**src/rtl/hazard_ctrl.sv**
```systemverilog
// hazard_ctrl: pipeline stall/flush control for load-use, branch redirect and multi-cycle EX ops
module hazard_ctrl #(
    parameter int MD_LATENCY = 4,
    parameter int CNT_W = 32
) (
    input  logic             Clk,
    input  logic             Rst,
    input  logic [4:0]       id_rs1,
    input  logic [4:0]       id_rs2,
    input  logic             id_uses_rs1,
    input  logic             id_uses_rs2,
    input  logic [4:0]       ex_rd,
    input  logic             ex_mem_read,
    input  logic             ex_branch_taken,
    input  logic             ex_md_start,
    output logic             pc_we,
    output logic             ifid_we,
    output logic             ifid_flush,
    output logic             idex_we,
    output logic             idex_flush,
    output logic             exmem_we,
    output logic             exmem_flush,
    output logic             md_busy,
    output logic [CNT_W-1:0] stall_count,
    output logic [CNT_W-1:0] flush_count
);
    localparam int MW = $clog2(MD_LATENCY);
    typedef enum logic {RUN, MD_WAIT} state_t;
    state_t state, next_state;
    logic [MW-1:0] md_cnt;
    logic lu, branch, freeze, bubble;
    assign lu = ex_mem_read && ex_rd != 5'd0 &&
                ((id_uses_rs1 && id_rs1 == ex_rd) || (id_uses_rs2 && id_rs2 == ex_rd));
    // state, md down-counter and busy flag; md_busy mirrors the registered state
    always_ff @(posedge Clk or posedge Rst) begin
        if (Rst) begin
            state   <= RUN;
            md_cnt  <= '0;
            md_busy <= 1'b0;
        end else begin
            state   <= next_state;
            md_busy <= next_state == MD_WAIT;
            md_cnt  <= (state == RUN && next_state == MD_WAIT) ? MW'(MD_LATENCY - 2) :
                       (state == MD_WAIT && md_cnt != '0) ? md_cnt - 1'b1 : md_cnt;
        end
    end
    // saturating event counters
    always_ff @(posedge Clk or posedge Rst) begin
        if (Rst) begin
            stall_count <= '0;
            flush_count <= '0;
        end else begin
            stall_count <= (!pc_we && stall_count != '1) ? stall_count + 1'b1 : stall_count;
            flush_count <= (branch && flush_count != '1) ? flush_count + 1'b1 : flush_count;
        end
    end
    // next state: branch beats md in RUN; MD_WAIT leaves once the countdown reaches zero
    always_comb begin
        next_state = state;
        if (state == RUN)
            next_state = (!ex_branch_taken && ex_md_start) ? MD_WAIT : RUN;
        else
            next_state = (md_cnt == '0) ? RUN : MD_WAIT;
    end
    // output decode: release cycle of MD_WAIT falls through to default controls
    always_comb begin
        branch      = state == RUN && ex_branch_taken;
        freeze      = (state == RUN && !ex_branch_taken && ex_md_start) ||
                      (state == MD_WAIT && md_cnt != '0);
        bubble      = state == RUN && !ex_branch_taken && !ex_md_start && lu;
        pc_we       = !(freeze || bubble);
        ifid_we     = !(freeze || bubble);
        ifid_flush  = branch;
        idex_we     = !freeze;
        idex_flush  = branch || bubble;
        exmem_we    = 1'b1;
        exmem_flush = freeze;
    end
endmodule

```
**config.mk**
```make
export PLATFORM = sky130hd
export DESIGN_NAME = hazard_ctrl
export DESIGN_NICKNAME = d
export VERILOG_FILES = /design/src/rtl/hazard_ctrl.sv
export SDC_FILE = /design/constraint.sdc
export NUM_CORES = 1
export LEC_CHECK = 0
export ABC_AREA = 0
export ABC_CLOCK_PERIOD_IN_PS = 3600
export BUFFER_PORTS_ARGS = -buffer_cell sky130_fd_sc_hd__buf_2
export CORE_MARGIN = 2
export CORE_UTILIZATION = 30
export DETAILED_ROUTE_END_ITERATION = 10
export GPL_TIMING_DRIVEN = 0
export PLACE_DENSITY = 0.59
export SLEW_MARGIN = 0
export SYNTH_ARGS = -nofsm -noshare
export SYNTH_HDL_FRONTEND = slang
export SYNTH_SLANG_ARGS = --single-unit
```
**constraint.sdc**
```tcl
create_clock -name Clk -period 3.6 [get_ports Clk]
set_input_delay 0.54 -clock Clk [delete_from_list [all_inputs] [get_ports Clk]]
set_output_delay 0.54 -clock Clk [all_outputs]
set_load 0.02 [all_outputs]
```
After elaboration in Yosys (flattened, before gate mapping)
Cells that the tools add are included.
{"block": "classes", "bitwise": 1, "mux": 5, "reduce_logical": 26, "eq_ne": 4, "addsub": 3}
{"op": "adder 32 x 1 -> 32 bit (second input constant)", "n": 2}
{"op": "!= test 32 bit (second input constant)", "n": 2}
{"op": "logical AND 1 bit", "n": 14}
{"op": "== test 5 bit", "n": 2}
{"op": "nonzero test 5 bit", "n": 1}
{"op": "logical NOT 1 bit", "n": 4}
{"op": "logical OR 1 bit", "n": 4}
{"op": "two-way mux 2 bit", "n": 2}
{"op": "nonzero test 2 bit", "n": 2}
{"op": "two-way mux 1 bit", "n": 3}
{"op": "logical NOT 2 bit", "n": 1}
{"op": "subtractor 2 x 1 -> 2 bit (second input constant)", "n": 1}
{"op": "inverter 1 bit", "n": 1}
{"block": "totals", "elab_cells": 43, "reg_bits": 67}

Longest topological paths before layout
{"block": "logic_depth", "depth_word": 7, "ltp_mapped": 10, "ltp_nobuf": 9}

Worst setup path after synthesis
No wires, ideal clock.
{"block": "synth_timing", "path_type": "register -> register", "startpoint": "reg stall_count[10]", "endpoint": "reg stall_count[17]", "t_required_ns": 3.468, "path_buffers": 3, "path_slack_ns": 0.909, "period_less_slack_ns": 2.691, "arrival_time_ns": 2.558, "stages_incl_launch_ff": 10, "path_cell_list": "dfrtp_1 -> nand4_2 -> or4_1 -> buf_2 -> or4_1 -> buf_6 -> o221ai_4 -> buf_6 -> nor3_1 -> xor2_1"}
{"block": "synth_via", "elab_chain_cells": 2}
{"item": "start, declared", "line": "24", "rtl": "output logic [CNT_W-1:0] stall_count,"}
{"item": "start signal, assigned", "line": "53", "rtl": "stall_count <= (!pc_we && stall_count != '1) ? stall_count + 1'b1 : stall_count;"}
{"item": "parallel branches: the longest is 2 deep, another holds adder 32 x 1 -> 32 bit"}
Parallel ways; which one is timed is not known.
A chain may end at the register's enable or synchronous reset.

Worst setup path after layout
{"block": "layout_timing", "startpoint": "in ex_rd[1]", "endpoint": "out pc_we"}
{"block": "layout_via", "elab_chain_cells": 7}
{"item": "start, declared", "line": "12", "rtl": "input logic [4:0] ex_rd,"}
{"item": "== test 5 bit", "line": "33", "rtl": "((id_uses_rs1 && id_rs1 == ex_rd) || (id_uses_rs2 && id_rs2 == ex_rd));"}
{"item": "logical AND 1 bit", "line": "33"}
{"item": "logical OR 1 bit", "line": "33"}
{"item": "logical AND 1 bit *", "line": "32", "rtl": "assign lu = ex_mem_read && ex_rd != 5'd0 &&"}
{"item": "logical AND 1 bit *", "line": "70", "rtl": "bubble = state == RUN && !ex_branch_taken && !ex_md_start && lu;"}
{"item": "logical OR 1 bit *", "line": "71", "rtl": "pc_we = !(freeze || bubble);"}
{"item": "logical NOT 1 bit *", "line": "71"}
{"item": "end, declared", "line": "16", "rtl": "output logic pc_we,"}
Every way passes the cells marked *; elsewhere a longest branch is shown, timed or not.

==> metrics.txt <==
cts repair resizes=0; clk_skew=4.211 ps; PwrDens=565.7 nW/µm²; fin area=4310 µm²; CTS sink cnt=67; hold_buf cts=0; aggregate global-route resource usage=0.1369; input/output buffers=92; most frequent cells after synthesis=dfrtp_1, xnor2_1, xor2_1, nor2_1, nand2_1; Most Frequent Cell on Critical Path=buf_2; layout net count=451; number of flops mapped to enable cells by yosys=0; vias in the first global route=2791; Synth area leader=dfrtp_1; Worst Setup SP=ex_rd[1]; #FFs+latches synth=67; count leader, synth=dfrtp_1; FFs w/ async S/R, synth=1.000; critical path data arrival time=2480 ps; leak pwr=2.170 nW; grt total ovfl=0; Final GP Congestion=0.7698; TritonCTS Buffers=9; placed insts=555; Finished Core Util=0.3925; WP data required=3060 ps; Most used DFF post-synth=dfrtp_1; die area=12260 µm²; Worst path max stage delay=520 ps; I/O pin count=94; Vias=2733; synthesized area per cell=10.58 µm²; Worst-Skew Late Latency=330 ps; Starting DRT DRC Count=141; final worst path period share=0.8381; delay-heaviest family, CP=buffers and inverters; status=finished clean; first-pass GRT wire length=13.72 mm; core area=10980 µm²; Seq/Total Area, Yosys=0.4908; share of cells above drive strength 1=0.2787; largest net degree at the start of global routing=68; final hold violations=0; Die Span Y=110.7 µm; antenna violations before repair=0; Hold WC Path Type=in2async; r2r startpoint=stall_count[9]; max_slew headroom=0.4357; Crit. End Element=output pin; Post-CTS Setup Bufs=0; Cell Count, Final, Fillers Out=567; CTS tree=done; clk root buf=clkbuf_16; Buffers & Inverters on Critical Path=4; Slew Viols, Final=0; maximum VDD drop=0.3379 mV; RSZ-0062 raised after global routing=no; H-tree Lvls=3; Least-Margin Pin Slew=841.3 ps; Synthesized Nets=348; ranking of synthesized cells by area=dfrtp_1, xnor2_1, xor2_1; Post-DP Area=4054 µm²; ANT cells=0; Yosys top cell area share=0.4908; synth warn=0; final setup TNS=0 ps; Max Buffers Root-to-Sink=2; Starting Density=0.3110; post-route ant nets=0; crit path max fanout=11; First-pass DRT Iterations=4; Max-cap violations=0; hpwl dp=5.812 mm; Netlist cell types=41; P&R area growth vs syn=26.19%; clk slew on worst S/H paths=50 ps; num rows=38; WL final=8.067 mm; nature of the critical path startpoint=input port; Mapped Area=3416 µm²; mean routed wirelength per cell=14.23 µm; Via-to-Cell Ratio=4.820; die outline width=110.7 µm; crit path max-delay cell type=or4_1; Worst Hold Slack=396.6 ps; crit path time final=3017 ps; fmax=331.4 MHz; Post-Syn Instances=323; CP Cell Sequence=buf_2 > or4_1 > o2111a_1 > a21oi_1 > clkbuf_1 > buf_4 > buf_2; Final setup viols=0; critical path type=in2out; fill cell count=1099; drt drc=0
-- flip-flops by register name (all words and copies together), names as in the netlist --
register,flops
md_cnt,2
state,1
stall_count,32
flush_count,32
-- cell usage in the layout, fill, tap and decap left out, types with 4 or more instances in the layout --
master	netlist	layout
clkbuf_16	0	9
nor2_1	23	23
nor3_1	9	9
and3_1	9	9
nand3_1	21	21
and4_1	6	6
nand2_1	22	22
clkbuf_1	3	4
inv_1	13	12
dfrtp_1	67	67
buf_2	1	93
nor4_1	10	10
xor2_1	34	34
xnor2_1	38	38
nand4_1	21	21
-- final cells by class --
cell class,count,area (µm²),area share
plain buffers,8,53.80,0.01248
clock buffers,12,256.5,0.05951
inverters,13,51.30,0.01190
multi-input cells,235,1637,0.3797
flip-flops and latches,67,1677,0.3890
well taps,140,175.2,0.04064
repair buffers,92,460.4,0.1068
-- logic make-up after synthesis --
| kind of cell | share of synthesized area |
|---|---|
| xor+xnor | 0.1846 |
| fa+ha+maj | 0.01099 |
| buf+inv | 0.03003 |
| simple gates | 0.2465 |
| flops | 0.4908 |
| compound gates | 0.02601 |
| mux | 0.009889 |
| other cells | 0.001098 |
-- power breakdown --
group | switching (mW) | internal [mW]
sequential | 0.121 | 0.855
clock | 0.297 | 0.488
combinational | 0.430 | 0.248
total | 0.847 | 1.59
-- layer usage --
| metal | vias up | share of wire | GRT usage |
|---|---|---|---|
| met4 | 0 | 0.0093 | 0.04000 |
| met5 | - | 0 | 0 |
| li1 | 1334 | - | - |
| met2 | 72 | 0.49 | 0.2274 |
| met3 | 9 | 0.056 | 0.04811 |
| met1 | 1318 | 0.45 | 0.1682 |
-- path summary, 6_finish.rpt --
path	slack [ps]	endpoint	cells past startpoint
setup / recovery	580	pc_we	7
hold / removal	400	flush_count[7]	2
setup reg to reg	810	stall_count[17]	9
hold reg to reg	480	stall_count[27]	1
max in group asynchronous	2670	stall_count[11]	2
min in group Clk	480	stall_count[27]	1
-- metrics by stage --
step / setup slack, ps / power (mW)
6_report: 582.7 / 2.439
5_1_grt: 386.2 / 2.581
4_1_cts: 594.4 / 2.474
3_5_place_dp: 606.2 / 1.674
3_3_place_gp: 474.2 / 1.655
2_1_floorplan: 909.1 / 1.426
Power figures use the tool's default switching activity.
